## config.mk

```make
export PLATFORM = sky130hd
export DESIGN_NAME = fetch_prefetch_flat
export DESIGN_NICKNAME = d
export VERILOG_FILES = /design/src/rtl/fetch_prefetch_if.sv /design/src/rtl/fetch_prefetch.sv /design/src/flat_wrapper.sv
export SDC_FILE = /design/constraint.sdc
export NUM_CORES = 1
export LEC_CHECK = 0
export CORE_ASPECT_RATIO = 0.8
export CORE_UTILIZATION = 65
export DETAILED_ROUTE_END_ITERATION = 10
export DONT_BUFFER_PORTS = 1
export PLACE_DENSITY = 0.88
export SLEW_MARGIN = 20
export SYNTH_ARGS = -nofsm -noshare
export SYNTH_HDL_FRONTEND = slang
export SYNTH_SLANG_ARGS = --single-unit
```

## constraint.sdc

```tcl
create_clock -name clk -period 39.5 [get_ports clk]
set_clock_uncertainty 0.2 [all_clocks]
set_input_delay 3.95 -clock clk [delete_from_list [all_inputs] [get_ports clk]]
set_output_delay 3.95 -clock clk [all_outputs]
set_load 0.02 [all_outputs]
```

## src/rtl/fetch_prefetch_if.sv

```systemverilog
// W-bus signal bundle between the fetch unit (master) and the memory slave.
// The master drives strobe/direction/address/write data; the slave answers with read data and ack.
interface fetch_prefetch_if #(
    parameter int ADDR_W = 32,
    parameter int DATA_W = 32
) ();
    logic              W_STB;
    logic              W_WRITE;
    logic [ADDR_W-1:0] W_ADDR;
    logic [DATA_W-1:0] W_DATA_O;
    logic [DATA_W-1:0] W_DATA_I;
    logic              W_ACK;

    modport master (
        output W_STB,
        output W_WRITE,
        output W_ADDR,
        output W_DATA_O,
        input  W_DATA_I,
        input  W_ACK
    );

    modport slave (
        input  W_STB,
        input  W_WRITE,
        input  W_ADDR,
        input  W_DATA_O,
        output W_DATA_I,
        output W_ACK
    );
endinterface

```

## src/rtl/fetch_prefetch.sv

```systemverilog
// Sequential instruction prefetcher with a DEPTH-entry word buffer, redirect flush and
// single-store pass-through onto the W-bus; one clock, asynchronous active-high reset.
module fetch_prefetch #(
    parameter int                DATA_W    = 32,
    parameter int                ADDR_W    = 32,
    parameter int                DEPTH     = 4,
    parameter int                ADDR_STEP = 4,
    parameter logic [ADDR_W-1:0] RESET_PC  = '0
) (
    input  logic              clk,
    input  logic              rst,
    input  logic              f_enable,
    output logic [DATA_W-1:0] data_o,
    output logic [ADDR_W-1:0] pc_o,
    output logic              ack,
    input  logic              redirect,
    input  logic [ADDR_W-1:0] redirect_addr,
    input  logic              st_req,
    input  logic [ADDR_W-1:0] st_addr,
    input  logic [DATA_W-1:0] st_data,
    output logic              st_ack,
    output logic [1:0]        state_o,
    fetch_prefetch_if.master  w_bus
);
    // Core side: f_enable is a request sampled each edge, ack is a one-cycle
    // pulse carrying data_o/pc_o. st_req is held until st_ack pulses.
    // Bus side: W_STB and its qualifiers stay stable until the edge sampling W_ACK=1.

    localparam int                PTR_W   = $clog2(DEPTH);
    localparam int                CNT_W   = PTR_W + 1;
    localparam logic [CNT_W-1:0]  DEPTH_C = CNT_W'(DEPTH);
    localparam logic [ADDR_W-1:0] STEP_C  = ADDR_W'(ADDR_STEP);

    typedef enum logic [1:0] {
        IDLE       = 2'd0,
        RD_WAIT    = 2'd1,
        RD_DISCARD = 2'd2,
        WR_WAIT    = 2'd3
    } state_t;

    state_t            state_q, state_d;
    logic [ADDR_W-1:0] fetch_pc_q, fetch_pc_d;
    logic [DATA_W-1:0] buf_data_q [DEPTH];
    logic [DATA_W-1:0] buf_data_d [DEPTH];
    logic [ADDR_W-1:0] buf_pc_q   [DEPTH];
    logic [ADDR_W-1:0] buf_pc_d   [DEPTH];
    logic [PTR_W-1:0]  rd_ptr_q, rd_ptr_d;
    logic [PTR_W-1:0]  wr_ptr_q, wr_ptr_d;
    logic [CNT_W-1:0]  count_q, count_d;
    logic [DATA_W-1:0] data_o_q, data_o_d;
    logic [ADDR_W-1:0] pc_o_q, pc_o_d;
    logic              ack_q, ack_d;
    logic              st_ack_q, st_ack_d;
    logic              stb_q, stb_d;
    logic              write_q, write_d;
    logic [ADDR_W-1:0] addr_q, addr_d;
    logic [DATA_W-1:0] wdata_q, wdata_d;

    logic bus_ack;
    logic push;
    logic pop;

    always_ff @(posedge clk or posedge rst) begin
        if (rst) begin
            state_q    <= IDLE;
            fetch_pc_q <= RESET_PC;
            for (int i = 0; i < DEPTH; i++) begin
                buf_data_q[i] <= '0;
                buf_pc_q[i]   <= '0;
            end
            rd_ptr_q   <= '0;
            wr_ptr_q   <= '0;
            count_q    <= '0;
            data_o_q   <= '0;
            pc_o_q     <= '0;
            ack_q      <= 1'b0;
            st_ack_q   <= 1'b0;
            stb_q      <= 1'b0;
            write_q    <= 1'b0;
            addr_q     <= '0;
            wdata_q    <= '0;
        end else begin
            state_q    <= state_d;
            fetch_pc_q <= fetch_pc_d;
            buf_data_q <= buf_data_d;
            buf_pc_q   <= buf_pc_d;
            rd_ptr_q   <= rd_ptr_d;
            wr_ptr_q   <= wr_ptr_d;
            count_q    <= count_d;
            data_o_q   <= data_o_d;
            pc_o_q     <= pc_o_d;
            ack_q      <= ack_d;
            st_ack_q   <= st_ack_d;
            stb_q      <= stb_d;
            write_q    <= write_d;
            addr_q     <= addr_d;
            wdata_q    <= wdata_d;
        end
    end

    always_comb begin
        state_d    = state_q;
        fetch_pc_d = fetch_pc_q;
        buf_data_d = buf_data_q;
        buf_pc_d   = buf_pc_q;
        rd_ptr_d   = rd_ptr_q;
        wr_ptr_d   = wr_ptr_q;
        count_d    = count_q;
        data_o_d   = data_o_q;
        pc_o_d     = pc_o_q;
        ack_d      = 1'b0;
        st_ack_d   = 1'b0;
        stb_d      = stb_q;
        write_d    = write_q;
        addr_d     = addr_q;
        wdata_d    = wdata_q;
        push       = 1'b0;

        bus_ack = w_bus.W_ACK & stb_q;
        pop     = f_enable && (count_q != '0) && !redirect;

        case (state_q)
            IDLE: begin
                // st_ack_q blocks the edge where the core still holds the finished request.
                if (st_req && !st_ack_q) begin
                    state_d = WR_WAIT;
                    stb_d   = 1'b1;
                    write_d = 1'b1;
                    addr_d  = st_addr;
                    wdata_d = st_data;
                end else if ((count_q < DEPTH_C) && !redirect) begin
                    state_d = RD_WAIT;
                    stb_d   = 1'b1;
                    write_d = 1'b0;
                    addr_d  = fetch_pc_q;
                end
            end
            RD_WAIT: begin
                if (redirect) begin
                    if (bus_ack) begin
                        state_d = IDLE;
                        stb_d   = 1'b0;
                    end else begin
                        state_d = RD_DISCARD;
                    end
                end else if (bus_ack) begin
                    push       = 1'b1;
                    fetch_pc_d = fetch_pc_q + STEP_C;
                    state_d    = IDLE;
                    stb_d      = 1'b0;
                end
            end
            RD_DISCARD: begin
                if (bus_ack) begin
                    state_d = IDLE;
                    stb_d   = 1'b0;
                end
            end
            WR_WAIT: begin
                if (bus_ack) begin
                    st_ack_d = 1'b1;
                    state_d  = IDLE;
                    stb_d    = 1'b0;
                    write_d  = 1'b0;
                end
            end
            default: begin
                state_d = IDLE;
                stb_d   = 1'b0;
            end
        endcase

        if (push) begin
            buf_data_d[wr_ptr_q] = w_bus.W_DATA_I;
            buf_pc_d[wr_ptr_q]   = fetch_pc_q;
            wr_ptr_d             = wr_ptr_q + PTR_W'(1);
        end

        if (pop) begin
            data_o_d = buf_data_q[rd_ptr_q];
            pc_o_d   = buf_pc_q[rd_ptr_q];
            ack_d    = 1'b1;
            rd_ptr_d = rd_ptr_q + PTR_W'(1);
        end

        count_d = count_q + CNT_W'(push) - CNT_W'(pop);

        // A redirect wins over everything in the buffer, whatever state the bus is in.
        if (redirect) begin
            count_d    = '0;
            rd_ptr_d   = '0;
            wr_ptr_d   = '0;
            fetch_pc_d = redirect_addr;
        end
    end

    assign data_o         = data_o_q;
    assign pc_o           = pc_o_q;
    assign ack            = ack_q;
    assign st_ack         = st_ack_q;
    assign state_o        = state_q;
    assign w_bus.W_STB    = stb_q;
    assign w_bus.W_WRITE  = write_q;
    assign w_bus.W_ADDR   = addr_q;
    assign w_bus.W_DATA_O = wdata_q;
endmodule

```

## src/flat_wrapper.sv

```systemverilog
// flat-port wrapper written by rule: the top's interface ports become plain ports
module fetch_prefetch_flat 
#(
    parameter int                DATA_W    = 32,
    parameter int                ADDR_W    = 32,
    parameter int                DEPTH     = 4,
    parameter int                ADDR_STEP = 4,
    parameter logic [ADDR_W-1:0] RESET_PC  = '0
)
  (clk, rst, f_enable, data_o, pc_o, ack, redirect, redirect_addr, st_req, st_addr, st_data, st_ack, state_o, w_bus_W_STB, w_bus_W_WRITE, w_bus_W_ADDR, w_bus_W_DATA_O, w_bus_W_DATA_I, w_bus_W_ACK);
  fetch_prefetch_if #(.ADDR_W(ADDR_W), .DATA_W(DATA_W)) w_bus_i ();
  input  logic clk;
  input  logic rst;
  input  logic f_enable;
  output logic [DATA_W-1:0] data_o;
  output logic [ADDR_W-1:0] pc_o;
  output logic ack;
  input  logic redirect;
  input  logic [ADDR_W-1:0] redirect_addr;
  input  logic st_req;
  input  logic [ADDR_W-1:0] st_addr;
  input  logic [DATA_W-1:0] st_data;
  output logic st_ack;
  output logic [1:0] state_o;
  output wire logic [$bits(w_bus_i.W_STB)-1:0] w_bus_W_STB;
  output wire logic [$bits(w_bus_i.W_WRITE)-1:0] w_bus_W_WRITE;
  output wire logic [$bits(w_bus_i.W_ADDR)-1:0] w_bus_W_ADDR;
  output wire logic [$bits(w_bus_i.W_DATA_O)-1:0] w_bus_W_DATA_O;
  input wire logic [$bits(w_bus_i.W_DATA_I)-1:0] w_bus_W_DATA_I;
  input wire logic [$bits(w_bus_i.W_ACK)-1:0] w_bus_W_ACK;
  assign w_bus_W_STB = w_bus_i.W_STB;
  assign w_bus_W_WRITE = w_bus_i.W_WRITE;
  assign w_bus_W_ADDR = w_bus_i.W_ADDR;
  assign w_bus_W_DATA_O = w_bus_i.W_DATA_O;
  assign w_bus_i.W_DATA_I = w_bus_W_DATA_I;
  assign w_bus_i.W_ACK = w_bus_W_ACK;
  fetch_prefetch #(.DATA_W(DATA_W), .ADDR_W(ADDR_W), .DEPTH(DEPTH), .ADDR_STEP(ADDR_STEP), .RESET_PC(RESET_PC)) u_core (.clk(clk), .rst(rst), .f_enable(f_enable), .data_o(data_o), .pc_o(pc_o), .ack(ack), .redirect(redirect), .redirect_addr(redirect_addr), .st_req(st_req), .st_addr(st_addr), .st_data(st_data), .st_ack(st_ack), .state_o(state_o), .w_bus(w_bus_i));
endmodule
```

==> summary.md, run 1 <==
The final-layout setup total negative slack is 0 ps, and the worst-path maximum fanout is 64. The total of endpoints with negative setup slack in the final report is 0. TritonCTS built the clock tree.

Routability-driven placement finished with a final weighted congestion of 0.785. Dividing the detail-routed via count by the number of cells gives 6.59. From left edge to right edge, the die measures 191 um. Synthesis instantiated 39 different standard cells from the library.

The flow ran to the end, and the final reports show no timing, DRC or antenna violations. For the total routed wirelength, the log shows 39.9 mm. Static timing analysis puts the maximum clock frequency at 0.172 GHz. The worst setup path is captured at a flip-flop. Setup slack closes at 33680 ps. The run gives 57.7% as the share of the yosys chip area belonging to registers. The type of the worst min-delay path was reg2reg. Setup repair after global routing left no endpoint under its margin. Counting flops with an async set or reset pin after synthesis yields a share of 100%. Before CTS, the worst setup slack after placement is 33190 ps.

The logs give 54 for the floorplan row count and 0 for the number of buffers inserted for hold repair after clock tree synthesis. CTS saw 429 sinks. The most numerous cell in the Yosys netlist was dfrtp_1.

Internal power contribution: 857 uW. By area the synthesized netlist is led by dfrtp_1 (58%), mux2_2 (21%), mux4_2 (7.8%). The first global-routing pass estimated 63.9 mm of wire. The max capacitance violation total is 0. The post-cts sizing count is 0.

Once detail routing completed, the nets flagged for antenna violations numbered 0. The count of buffers from port buffering was 0; the mean routed wirelength per cell was 24.9 um. The tree is rooted in a clkbuf_16. The run gives 39.3% as the met1 demand-to-capacity share in global routing.

The run gives 380 uW as the reported net switching power. The tools report the via count of the first global-routing pass as 11300. The first detailed-routing pass ran for 5 iterations.

The core region is 0.0277 mm2. For the max-slew violation count, the log shows 0. The most used flip-flop cell after synthesis is dfrtp_1. The logs give 842 for the violation count after the first detailed-route iteration and 0 for the final hold violation count.

The slew of the pin with the lowest slew margin works out to 1080 ps. The required arrival time at the worst endpoint was 39690 ps. The initial antenna violation count came out at 0. For this run, design rule violations remaining after detail routing come to 0. Pin placement for this block handled 268 I/O pins. Data arrives at the worst endpoint at 6010 ps. The switching share of total power is 30.7%. Sequential cells account for 53.9% of the total power. Entering global routing, the biggest net connects 121 pins. The detailed router placed 10500 vias in this run. After clock tree synthesis, the clock-pin slew on the worst setup and hold paths is 60 ps. The die is 153 um tall. The initial utilization of the core area, before any placement, comes to 67.1%. After the last flow step, the layout net total stands at 1350.

The diode insertion count for antenna repair is 0, and the layout filler cell count is 1714. Global routing used 28.3% of the available tracks. After synthesis the netlist holds a flip-flop and latch count of 429. met2 is the most crowded layer. For the total of warnings raised by yosys, the log shows 0.

In the global route stage, met3 resource usage came out at 5.69%. Summing every instance area after synthesis gives 0.0186 mm2. The clock reaches the later pin of the worst-skew pair after 510 ps. Power spread over the standard cell area amounts to 61.8 mW/mm2. Sorting the synthesized cells by how often they occur yields dfrtp_1 (429), mux2_2 (354), mux4_2 (64). The total grt overflow was 0; the mean area per synthesized cell was 14.9 um2. For the share of power burned in combinational logic, the log shows 14.7%. The run gives 45.9% as the met2 layer usage reported by global route.

The clock period minus worst slack was 5820 ps; the area enclosed by the die boundary was 0.0293 mm2. The clock network is responsible for 31.4% of the overall power. The worst slew margin relative to its limit was 27.7%.

Compared with the post-synthesis result, the final layout area differs by 7.73%. The run gives 9.39 nW as the leakage power. Of the post-synthesis cell area, the dominant cell type holds 57.7%. For the maximum ir drop on the vdd rail, the log shows 48.7 uV.

Fraction of final layout cells sized beyond drive strength 1: 40.9%. Counting the buffers created by CTS gives 40. Post-CTS timing repair inserted 0 buffers for setup. The synthesized netlist net count is 1392, and the number of enable-type register cells in the synthesized netlist is 0.

The H-tree level count came out at 2. The run gives 24.1 mm as the half-perimeter wire length after placement. The critical path is of the in2reg type.

The part of the cycle the worst path needs was 14.7%; the largest buffer count on any clock path was 3. The tools report the instance count of the mapped netlist as 1250. The largest total area in the synthesized netlist belongs to dfrtp_1. The worst setup path is launched from an input port.
[registers in the layout (all words and copies together), names as in the netlist]
signal                 cells
u_core.pc_o               32
u_core.buf_pc_q          128
u_core.w_bus.W_STB         1
u_core.fetch_pc_q         32
u_core.data_o             32
u_core.rd_ptr_q            2
u_core.state_o             2
u_core.ack                 1
u_core.w_bus.W_DATA_O     32
u_core.st_ack              1
u_core.w_bus.W_WRITE       1
u_core.count_q             3
u_core.w_bus.W_ADDR       32
u_core.buf_data_q        128
u_core.wr_ptr_q            2
[worst paths after layout]
check / cells past startpoint / to / slack [ps] / startpoint
max reg2reg: 3 / u_core.buf_data_q[122] / 36450 / u_core.state_o[1]
min in group asynchronous: 1 / u_core.pc_o[29] / 3250 / rst
min: 1 / u_core.buf_data_q[26] / 300 / u_core.buf_data_q[26]
min reg2reg: 1 / u_core.buf_data_q[26] / 300 / u_core.buf_data_q[26]
max: 3 / u_core.buf_data_q[122] / 33680 / w_bus_W_ACK
max in group asynchronous: 2 / u_core.rd_ptr_q[0] / 34250 / rst
[kinds of logic after synthesis]
logic type               after synthesis  share of synthesized area, %
AND/OR/NAND/NOR                      157                          4.58
adder cells (fa/ha/maj)                8                         0.579
AO/OA/AOI/OAI                         88                          2.83
multiplexers                         450                          30.9
XOR/XNOR                              12                         0.565
buffers and inverters                106                          2.79
flip-flops                           429                          57.7
[worst max-delay path, stage by stage]
cell and delay (ps):
and4b_1 560, and3_4 990, mux2_2 430
[layout make-up]
type	count	area, um2	share of cell area (%)
well taps	364	455	2.27
multi-input cells	715	7390	36.9
flip-flops and latches	429	10700	53.6
repair buffers	11	86.3	0.431
clock inverters	10	153	0.762
inverters	11	48.8	0.244
clock buffers	58	1160	5.79
[cell usage in the layout (no fill, tap or decap), types with 8 or more instances in the layout]
cell type    n
dfrtp_1    427
mux2_2     354
mux4_2      64
nand2_1     58
o21ai_0     43
clkbuf_16   41
mux2i_1     32
nor2_1      24
or4_1       20
nand3_1     15
o31ai_1     14
a31oi_1     14
inv_1       10
clkbuf_1    10
buf_4       10
nand4_1      9
xor2_1       8
o211ai_1     8
[per-stage QoR]
stage	power [mW]	std cells	util [%]	area, um2	hold slack, ps
global placement	0.844	1530	67.6	18700	283
finish	1.24	1598	72.3	20000	302
detailed placement	0.857	1530	67.6	18700	290
floorplan	0.800	1250	-	18600	275
CTS	1.25	1598	72.3	20000	304
global route	1.29	1598	72.3	20000	311
[per-layer routing]
layer	wire length (um)	vias up
li1	-	4483
met1	16500	5557
met2	19800	437
met3	2780	58
met4	798	0
met5	0	-
[power groups by stage]
stage | clock network, mW | logic (mW) | registers (mW)
final | 0.388 | 0.182 | 0.667
after global routing | 0.411 | 0.200 | 0.678
after CTS | 0.394 | 0.184 | 0.668
after detailed placement | 0 | 0.184 | 0.673
after global placement | 0 | 0.173 | 0.670
after floorplan | 0 | 0.161 | 0.639
Power figures use the tool's default switching activity.
==> run 2, diff against run 1 <==
- CORE_UTILIZATION: 65 -> 64
- PLACE_DENSITY: 0.88 -> 0.87
- clock period: 39.5 -> 5.67 ns (I/O delays scaled with it)
==> run 2 against run 1 <==
The run now ends with design-rule violations left. Critical path depth is the same. First-iteration DRC count decreased by 18%. Sequential share of layout area shrank 2.7 points. Clock-buffer cell count up 9. Sequential cell count is the same. Critical path type is now reg2reg. Die area rose by 1.5%. Design area increased by 5.4%. Combinational power rose to 7.3 times the previous value. Core utilization increased by 2.0 points. Non-clock buffer count rose by 91. Hold slack got worse by 280 ps. Sequential power increased to 7.0 times the previous value.
==> summary.md, run 2 (synthesis gave the netlist of run 1 again) <==
The run finished, with violations left. The checks that failed: design-rule violations. The post-cts sizing count came out at 0 (unchanged). The initial antenna violation count was 0 (unchanged). The logs give 55 (was 54) for the floorplan row count and 39.7 mm (was 39.9 mm) for the total routed wirelength. The internal power contribution came out at 6.13 mW (was 857 uW). The via density per instance was 6.35 (was 6.59); the proportion of power drawn by flip-flops and latches was 52.9% (was 53.9%). The run gives 0 (unchanged) as the final antenna-violating net count. The signal arrival time at the worst endpoint was 3230 ps (was 6010 ps).

The busiest layer in global routing is met2 (unchanged). The reported net switching power is 2.70 mW (was 380 uW), and the fraction of final layout cells sized beyond drive strength 1 is 38.4% (was 40.9%). Commonest cells after routing, fill and taps aside: dfrtp_1 (427), mux2_2 (354), dlygate4sd3_1 (90), mux4_2 (64), nand2_1 (58) (was dfrtp_1 (427), mux2_2 (354), mux4_2 (64), nand2_1 (58), o21ai_0 (43)).

The final worst setup slack was 2640 ps (was 33680 ps); the clock period minus worst slack was 3030 ps. The final hold violation count came out at 0 (unchanged). The layout overhead on the synthesized area is 13.5% (was 7.73%), and the area enclosed by the die boundary is 0.0297 mm2 (was 0.0293 mm2). The H-tree level count was 2 (unchanged); the maximum ir drop on the vdd rail was 343 uV (was 48.7 uV). The count of buffers from port buffering is 0 (unchanged), and the violation count after the first detailed-route iteration is 691 (was 842).

The logs give 0 (unchanged) for the max-slew violation count and 0 (unchanged) for the buffer count from post-CTS setup fixing. The run gives 10800 (was 10500) as the via count. The required arrival time at the worst endpoint was 5870 ps (was 39690 ps); the leakage power was 9.85 nW (was 9.39 nW).

For the met2 layer usage reported by global route, the log shows 45.6% (was 45.9%). The via count of the first global-routing pass was 11700 (was 11300). The pin count of the biggest net entering global routing is 146 (was 121), and the mean routed wirelength per cell is 23.3 um (was 24.9 um). Path type of the worst setup path: reg2reg (was in2reg). The count of non-filler cells in the finished layout came out at 1703 (was 1598).

Clock tree root driver cell: clkbuf_16 (unchanged). Number of buffers inserted for hold repair after clock tree synthesis: 91 (was 0). For the global placement routability congestion, the log shows 0.773 (was 0.785). The worst-path maximum fanout was 64 (unchanged). The fraction of power consumed by the clock network is 32.2% (was 31.4%), and the met3 layer usage reported by global route is 6.31% (was 5.69%). The switching share of total power works out to 30.6% (was 30.7%). The vertical die dimension was 154 um (was 153 um). Setup repair after global routing left no endpoint under its margin. For the combined global-route utilization of all metal layers, the log shows 27.7% (was 28.3%). Type of element capturing the critical path: a flip-flop (unchanged). Number of buffers added by the clock tree synthesis step: 42 (was 40). For the minimum setup slack after placement, the log shows 2660 ps (was 33190 ps). The share of power burned in combinational logic is 14.9% (was 14.7%), and the cell count after placement is 1536 (was 1530). The insertion delay of the later-clocked pin in the worst-skew pair came out at 520 ps (was 510 ps). Layout filler cell count: 1654 (was 1714). After layout, the worst path uses 53.4% of the clock period. The run gives 0 (unchanged) as the max capacitance violation total. Derived from the worst setup path, the maximum achievable clock frequency is 0.330 GHz. The clock-pin slew on the worst setup and hold paths is 60 ps (about the same).

The post-detailed-route DRC marker count is 26 (was 0). The total grt overflow was 0 (unchanged); the x dimension of the die was 193 um (was 191 um). For the overall power, the log shows 8.84 mW (was 1.24 mW). The power per unit of standard cell area was 419 mW/mm2 (was 61.8 mW/mm2).

Leading registers by flop count: u_core.buf_data_q x128, u_core.buf_pc_q x128 (unchanged). The area of the core was 0.0284 mm2 (was 0.0277 mm2); the met1 demand-to-capacity share in global routing was 38.1% (was 39.3%). The wire length of the first global-routing pass was 64.2 mm (was 63.9 mm).

The kind of launch point of the worst setup path is a flip-flop (was an input port). The diode insertion count for antenna repair came out at 0 (unchanged). The count of boundary I/O pins is 268 (unchanged).

The initial standard-cell utilization of the core was 65.4% (was 67.1%). The tools report the number of detailed-route iterations in the first pass as 8 (was 5). TritonCTS built the clock tree. The slew of the pin with the lowest slew margin is 1080 ps (about the same), and the largest buffer count on any clock path is 3 (unchanged).

The number of nets at the end of the flow was 1443 (was 1350); the worst slew margin relative to its limit was 28.2% (was 27.7%). Type of the worst min-delay path: in2reg (was reg2reg). The logs give 429 (unchanged) for the count of clock tree sinks and 23.6 mm (was 24.1 mm) for the half-perimeter wire length after placement. The run gives 0 (unchanged) as the total of endpoints with negative setup slack in the final report.

Leading cell type in the layout, fill and taps excluded: dfrtp_1 (unchanged).
[run 2: cell type report]
type | count | area, um2 | area share [%]
clock buffers | 67 | 1310 | 6.20
clock inverters | 9 | 120 | 0.569
inverters | 11 | 45.0 | 0.213
multi-input cells | 715 | 7390 | 35.0
flip-flops and latches | 429 | 10700 | 50.9
well taps | 370 | 463 | 2.19
repair buffers | 102 | 1040 | 4.93
[run 2: layer usage]
layer  wire [um]  vias to the layer above
met2       19500                      390
met3        2730                       66
met4         726                        0
li1            -                     4661
met1       16700                     5695
met5           0                        -
[run 2: worst paths after layout]
path | startpoint | to | slack [ps] | cells after the start
setup / recovery | u_core.state_o[1] | u_core.buf_data_q[48] | 2640 | 3
hold / removal | redirect_addr[29] | u_core.fetch_pc_q[29] | 20 | 2
setup reg to reg | u_core.state_o[1] | u_core.buf_data_q[48] | 2640 | 3
hold reg to reg | u_core.buf_data_q[106] | u_core.buf_data_q[106] | 300 | 1
max in group asynchronous | rst | u_core.data_o[0] | 3600 | 3
min in group asynchronous | rst | u_core.pc_o[24] | 480 | 2
[run 2: through the flow]
stage	TNS [ps]	utilization, %	area [um2]	hold WS [ps]
floorplan	-381120	-	18600	275
global placement	0	66.0	18800	284
detailed placement	0	66.0	18800	291
CTS	0	74.3	21100	2.18
global route	0	74.3	21100	8.90
finish	0	74.3	21100	18.2
[run 2: worst max-delay path: stages, from the launching register on]
cell,delay [ps]
dfrtp_1,530
and4b_1,700
and3_4,1010
mux2_2,430
[run 2: power groups by stage]
stage	clock network, mW	registers, mW	logic, mW
2_1_floorplan	0	4.46	1.12
6_report	2.85	4.67	1.32
3_3_place_gp	0	4.69	1.19
4_1_cts	2.90	4.67	1.32
3_5_place_dp	0	4.71	1.26
5_1_grt	3.02	4.75	1.45
